<file path="src/rtl/gray_mon_pkg.sv">
// Shared types and helpers for the Gray-code sequence monitor.
// Contains the code width, the monitor state encoding and the Gray-to-binary function.
package gray_mon_pkg;

    localparam int CODE_W = 3;

    typedef enum logic [1:0] {MON_WAIT, MON_LOCK, MON_ERR} mon_state_t;

    function automatic logic [2:0] gray2bin(logic [2:0] g);
        return {g[2], g[2] ^ g[1], g[2] ^ g[1] ^ g[0]};
    endfunction

endpackage

</file>
<file path="src/rtl/gray_to_bin.sv">
// Combinational 3-bit Gray-to-binary converter.
// This module is a thin wrapper around gray2bin so the top level stays readable.
module gray_to_bin
    import gray_mon_pkg::*;
(
    input  logic [2:0] g,
    output logic [2:0] b
);

    assign b = gray2bin(g);

endmodule

</file>
<file path="src/rtl/gray_seq_monitor.sv">
// Tracks a 3-bit Gray sequencer and flags illegal steps. It also counts wraps and errors.
// When GRAY_MON_STICKY_EN is defined, ERR is terminal until gcnt.
module gray_seq_monitor
    import gray_mon_pkg::*;
#(
    parameter int CNT_W = 8,
    parameter int ERR_W = 4
) (
    input  logic             clk,
    input  logic             gcnt,
    input  logic             x,
    input  logic             y,
    input  logic             z,
    output logic [2:0]       bin,
    output logic             locked,
    output logic             step_err,
    output logic [CNT_W-1:0] wrap_cnt,
    output logic [ERR_W-1:0] err_cnt
);

    function automatic logic [ERR_W-1:0] sat_inc(logic [ERR_W-1:0] v);
        return (&v) ? v : v + 1'b1;
    endfunction

    logic [2:0] s_p0;
    logic [2:0] prev_p1;
    logic [2:0] expected_p0;
    mon_state_t state_p1, state_nx;
    logic       wrap_ev_p0;
    logic       err_ev_p0;

    // Stage 0: combinational conversion and transition classification
    gray_to_bin u_g2b (
        .g ({x, y, z}),
        .b (s_p0)
    );

    assign expected_p0 = prev_p1 + 3'd1;

    always_comb begin
        state_nx   = state_p1;
        wrap_ev_p0 = 1'b0;
        err_ev_p0  = 1'b0;
        case (state_p1)
            MON_WAIT: begin
                if (s_p0 == 3'd0)
                    state_nx = MON_LOCK;
            end
            MON_LOCK: begin
                if (s_p0 == expected_p0) begin
                    if (prev_p1 == 3'd7 && s_p0 == 3'd0)
                        wrap_ev_p0 = 1'b1;
                end else if (s_p0 != prev_p1) begin
                    state_nx  = MON_ERR;
                    err_ev_p0 = 1'b1;
                end
            end
            MON_ERR: begin
`ifdef GRAY_MON_STICKY_EN
                state_nx = MON_ERR;
`else
                if (s_p0 == 3'd0)
                    state_nx = MON_LOCK;
`endif
            end
            default: state_nx = MON_WAIT;
        endcase
    end

    // Stage 1: registered state, outputs and counters
    always_ff @(posedge clk) begin
        if (gcnt) begin
            state_p1 <= MON_WAIT;
            prev_p1  <= 3'd0;
            bin      <= 3'd0;
            locked   <= 1'b0;
            step_err <= 1'b0;
            wrap_cnt <= '0;
            err_cnt  <= '0;
        end else begin
            state_p1 <= state_nx;
            prev_p1  <= s_p0;
            bin      <= s_p0;
            locked   <= (state_nx == MON_LOCK);
            step_err <= err_ev_p0;
            if (wrap_ev_p0)
                wrap_cnt <= wrap_cnt + 1'b1;
            if (err_ev_p0)
                err_cnt <= sat_inc(err_cnt);
        end
    end

endmodule
</file>
<file path="config.mk">
export PLATFORM = sky130hd
export DESIGN_NAME = gray_seq_monitor
export DESIGN_NICKNAME = d
export VERILOG_FILES = /design/src/rtl/gray_mon_pkg.sv /design/src/rtl/gray_to_bin.sv /design/src/rtl/gray_seq_monitor.sv
export SDC_FILE = /design/constraint.sdc
export NUM_CORES = 1
export LEC_CHECK = 0
export CORE_MARGIN = 10
export CORE_UTILIZATION = 43
export DETAILED_ROUTE_END_ITERATION = 7
export PLACE_DENSITY = 0.74
export SYNTH_ARGS = -nofsm -noshare
export SYNTH_HDL_FRONTEND = slang
export SYNTH_HIERARCHICAL = 1
export SYNTH_SLANG_ARGS = --single-unit
</file>
<file path="constraint.sdc">
create_clock -name clk -period 1.92 [get_ports clk]
set_input_delay 0.288 -clock clk [delete_from_list [all_inputs] [get_ports clk]]
set_output_delay 0.288 -clock clk [all_outputs]
set_load 0.05 [all_outputs]
</file>
======== After elaboration in Yosys (flattened, before gate mapping) ========
Index checks and enable logic that the tools add are counted.
storage, ports and cells
  flip-flop bits (word level) ............. 19
  bits of input ports ..................... 5
  output and inout port bits .............. 17
  word-level logic and storage cells ...... 34
operators by class
  add/subtract/negate cells ............... 3
  equality and inequality tests ........... 6
  muxes and demuxes ....................... 10
  bitwise gates (word level) .............. 3
  reductions and logical operators ........ 6
operators with widths
  kind                   count
  $add A8 B1 Y8 const B  1
  $mux W1                6
  $mux W2                3
  $add A4 B1 Y4 const B  1
  $eq A2 B1 Y1 const B   2
  $pmux W2 S2            1
  $reduce_and A4 Y1      1
  $add A3 B1 Y3 const B  1
  $eq A3 B3 Y1           1
  $eq A3 B3 Y1 const B   1
  $logic_not A3 Y1       1
  $ne A3 B3 Y1           1
  $eq A2 B2 Y1 const B   1
  $logic_not A2 Y1       1
  $reduce_and A2 Y1      1
  $reduce_or A2 Y1       1
  $xor A1 B1 Y1          2
  $logic_and A1 B1 Y1    1
  $not A1 Y1             1

======== Longest topological paths before layout ========
  depth after elaboration ................. 7
  depth in mapped cells ................... 7
  gate-level depth less buffers ........... 7

======== Hierarchy ========
Netlist, hierarchy kept.
modules (own cells, without submodules)
  module            times used  cells an instance  area an instance (um^2)  seq. area each (um^2)
  gray_seq_monitor  1           96                 869.6                    380.4
  gray_to_bin       1           3                  40.0                     0.0

======== Worst setup path after synthesis ========
OpenSTA, ideal clock, no wires.
  kind .................................... flip-flop to flip-flop
  start ................................... register prev_p1[0]
  end ..................................... register err_cnt[0]
  library setup time ...................... 0.121 ns
  arrival ................................. 2.013 ns
  required time ........................... 1.799 ns
  setup slack ............................. -0.214 ns
  stages on the path, launching flop included .. 8
  clock period less this slack ............ 2.134 ns
  cell sequence ........................... dfxtp_1 -> ha_1 -> ha_1 -> xnor2_1 -> nand3_2 -> o31ai_1 -> nor2_1 -> mux2_2
on the way
  word-level cells in the longest chain between the ends .. 5
RTL lines
  element                                        RTL line                                        source
  from (decl)                                    gray_seq_monitor.sv:26                          logic [2:0] prev_p1;
  from (signal assigned)                         gray_seq_monitor.sv:82                          prev_p1 <= s_p0;
  $add A3 B1 Y3 or $ne A3 B3 Y1 (tied branches)  gray_seq_monitor.sv:38, gray_seq_monitor.sv:53
  $eq A3 B3 Y1 or $mux W1 (tied branches)        gray_seq_monitor.sv:50, gray_seq_monitor.sv:53
  $mux W1 (*)                                    gray_seq_monitor.sv:50                          if (s_p0 == expected_p0) begin
  $mux W1 (*)                                    gray_seq_monitor.sv:44                          case (state_p1)
  $reduce_and A2 Y1 (no source line) (*)         n/a
  to (signal assigned)                           gray_seq_monitor.sv:89                          err_cnt <= sat_inc(err_cnt);
  to (decl)                                      gray_seq_monitor.sv:18                          output logic [ERR_W-1:0] err_cnt
Every way passes the cells marked *; elsewhere a longest branch is shown, timed or not.
A chain may end at the register's enable or synchronous reset.

======== Worst setup path in the final report ========
  start ................................... register wrap_cnt[2]
  end ..................................... output port wrap_cnt[2]
RTL lines
  element                 RTL line                source
  from (decl)             gray_seq_monitor.sv:17  output logic [CNT_W-1:0] wrap_cnt,
  from (signal assigned)  gray_seq_monitor.sv:87  wrap_cnt <= wrap_cnt + 1'b1;
No word-level cell between the ends.

==> flow_metrics.py <==
metrics = {
    "outcome": {
        "status": "complete, no violations",
    },
    "logic_synthesis": {
        "seq_area_frac_synth_pct": 41.8,
        "yosys_warnings": 6,
        "synth_top_family_by_area": "simple AND/OR/NAND/NOR gates",
        "synth_seq_cells": 19,
        "synthTopCellsByArea": "dfxtp_1, xnor2_1, nor2_1",
        "synthMuxAreaShare_pct": 2.34,
        "syn_nets": 108,
        "synth-simple-area-share_pct": 25.4,
        "netlist.area_leader.share_pct": 41.8,
        "synth_fa_ha_area_share_pct": 5.50,
        "synth_compound_area_share_pct": 6.33,
        "synth_area_per_cell_sq_um": 9.19,
        "syn_inst": 99,
        "yosys.area.top_type": "dfxtp_1",
        "synth-xor-area-share_pct": 16.0,
        "synth.cell_area_sq_um": 910,
        "synth_cell_types": 31,
    },
    "critical_path": {
        "crit_fanout": 5,
        "endpoint_kind": "output port",
        "crit_path_end": "wrap_cnt[2]",
        "r2r-start": "prev_p1[0]$_SDFF_PP0_",
        "path_class": "reg -> out",
        "slowest_stage": "clkdlybuf4s50_1",
        "r2r_slack_ns": 0.07,
        "worstSetupStartpointType": "flop",
        "critPathMaxStageDelay_ns": 0.83,
        "cp_top_family": "buffers and inverters",
        "reg2reg_to": "err_cnt[0]$_SDFFE_PP0P_",
        "worstSetupPathDepth": 1,
        "arrival_ns": 1.57,
        "path_buf_inv": 1,
        "crit_start": "wrap_cnt[2]$_SDFFE_PP0P_",
        "crit_required_ns": 1.63,
        "r2r_cells": 7,
        "path_cells": "clkdlybuf4s50_1",
    },
    "global_route": {
        "grt_max_degree": 14,
        "grt_usage_pct": 11.1,
        "grt_pass1_wl_microns": 3870,
        "grt_remaining_overflow": 0,
        "grt_pass1_vias": 849,
        "grt_antenna_before_repair": 0,
    },
    "power_and_ir_drop": {
        "power_leakage_nw": 0.528,
        "switchingPower_uw": 303,
        "switching_share_pct": 33.7,
        "powerDensity_nw_per_um2": 632,
        "seq_power_share_pct": 46.6,
        "share_comb_of_total_power_pct": 30.0,
        "intPower_uw": 596,
        "peakVddDrop_uv": 426,
        "pwr-share-clk_pct": 23.4,
    },
    "cts": {
        "cts_buffer_depth": 2,
        "cts_buffers": 3,
        "path_clk_slew_ns": 0.12,
        "cts-root-buf": "clkbuf_4",
        "holdBufCountCts": 0,
        "htree_levels": 1,
        "cts_tree": "yes",
        "numClockSinks": 19,
        "clk_latency_ns": 0.30,
    },
    "detailed_routing": {
        "vias": 821,
        "wire_per_inst_microns": 15.1,
        "wl_met1_microns": 944,
        "dr.max_layer_used": "met4",
        "met2WireLength_microns": 1190,
        "drt_wl_total_microns": 2330,
        "ant_nets": 0,
        "drt-initial-drc-count": 24,
        "drc": 0,
        "wl_met3_microns": 164,
        "viasPerCell": 5.30,
        "drtPass1Iterations": 4,
    },
    "placement": {
        "dpl_cell_area_sq_um": 1180,
        "place_congestion": 0.821,
        "dp_hpwl_microns": 1520,
        "portBuffers": 21,
    },
    "run": {
        "max_cap_violations": 0,
    },
    "sta": {
        "slew_viol_final": 0,
        "fin_crit_sh_pct": 96.6,
        "tightest_slew_ns": 0.519,
        "fin_skew_ns": 0.00501,
        "hold_viol": 0,
        "setup_viol": 0,
        "rsz0062_at_grt": "false",
        "max_slew_margin_pct": 65.3,
        "max_freq_mhz": 539,
        "fin_crit_ns": 1.86,
        "setup_tns_ns": 0,
    },
    "finish": {
        "drive_gt1_share_pct": 27.3,
        "design_area_sq_um": 1420,
        "utilization_pct": 71.8,
        "num-fill-cells": 140,
        "area_delta_synth_final_pct": 56.5,
        "antennaDiodeCount": 0,
        "fin_nets": 138,
    },
    "floorplanning": {
        "ios": 22,
        "core_sq_um": 1980,
        "num_rows": 16,
        "die_area_sq_um": 4360,
        "initial_core_util_pct": 45.9,
        "die_y_microns": 66.0,
        "die_w_microns": 66.0,
    },
    "min_path": {
        "hold_path_class": "reg -> reg",
        "hp-start": "state_p1[1]$_SDFF_PP0_",
    },
}
metrics by stage:
step	std cells	power, mW	hold WS, ns	worst slack, ns
after floorplan	99	0.549	0.437	0.00336
after global routing	155	0.935	0.506	0.00103
after global placement	148	0.597	0.449	-0.505
final	155	0.900	0.483	0.0645
after detailed placement	148	0.600	0.463	-0.587
after CTS	154	0.866	0.478	0.0260
how the worst min path moves through the flow:
stage,end,slack [ns],cells past startpoint
6_report,state_p1[1]$_SDFF_PP0_,0.48,2
5_1_grt,prev_p1[2]$_SDFF_PP0_,0.51,2
4_1_cts,state_p1[1]$_SDFF_PP0_,0.48,2
3_5_place_dp,state_p1[1]$_SDFF_PP0_,0.46,2
3_3_place_gp,state_p1[1]$_SDFF_PP0_,0.45,2
2_1_floorplan,state_p1[1]$_SDFF_PP0_,0.44,2
flip-flops by register name (all words and copies together), names as in the netlist:
signal	flops
step_err	1
wrap_cnt	8
locked	1
err_cnt	4
prev_p1	3
state_p1	2
routing by layer:
layer	vias to the layer above	track usage (%)
met5	-	0
met2	21	19.6
li1	398	-
met3	4	3.22
met4	0	5.50
met1	398	11.8
logic make-up (layout without fill, tap and decap cells):
logic type      Yosys count  after routing
mux                       2              2
xor+xnor                 14             14
simple gates             46             47
compound gates            9              9
buf+inv                   5             33
fa+ha+maj                 4              4
flops                    19             19
synth_stat cells (all sizes together):
| cell | n |
|---|---|
| inv | 1 |
| nor4 | 3 |
| and3 | 1 |
| xor2 | 5 |
| xnor2 | 8 |
| ha | 4 |
| o31a | 1 |
| o21bai | 1 |
| buf | 2 |
| mux2 | 1 |
| or2 | 1 |
| nand3 | 6 |
| nor3b | 1 |
| xor3 | 1 |
| mux2i | 1 |
| clkbuf | 2 |
| o21ai | 1 |
| a31oi | 1 |
| o31ai | 1 |
| a211oi | 1 |
| nand4 | 2 |
| a21oi | 3 |
| nor2 | 14 |
| dfxtp | 19 |
| nor4b | 1 |
| nor2b | 5 |
| nor3 | 6 |
| nand2 | 6 |
final cells by class:
cell class | instances | area (sq um) | share of cell area [%]
multi-input combinational | 76 | 709 | 49.8
sequential | 19 | 387 | 27.2
timing repair buffer | 28 | 263 | 18.5
tap | 27 | 33.8 | 2.37
clock buffer | 3 | 22.5 | 1.58
clock inverter | 1 | 5.00 | 0.351
inverter | 1 | 3.75 | 0.264
power groups by stage:
stage          clock network (mW)  registers (mW)  logic (mW)
2_1_floorplan                   0           0.454      0.0946
6_report                    0.210           0.419       0.270
3_5_place_dp                    0           0.426       0.174
4_1_cts                     0.214           0.419       0.233
3_3_place_gp                    0           0.425       0.172
5_1_grt                     0.228           0.421       0.286
cells in the final DEF, fill, tap and decap left out, types with 3 or more instances in the layout:
cell / instances
clkdlybuf4s50_1: 18
xnor2_1: 6
buf_4: 7
ha_1: 3
nor3_2: 3
nand2_1: 6
nor2b_1: 5
clkbuf_4: 3
nor2_1: 13
nand3_1: 4
a21oi_1: 3
dfxtp_1: 16
repair_timing:
action,in CTS,in global routing
setup endpoints to repair,14,12
resized for setup,19,11
endpoints found under the hold margin,0,0
buffers inserted,1,1
cloned,1,0
pin swaps,7,5
(Power assumes the default switching activity.)
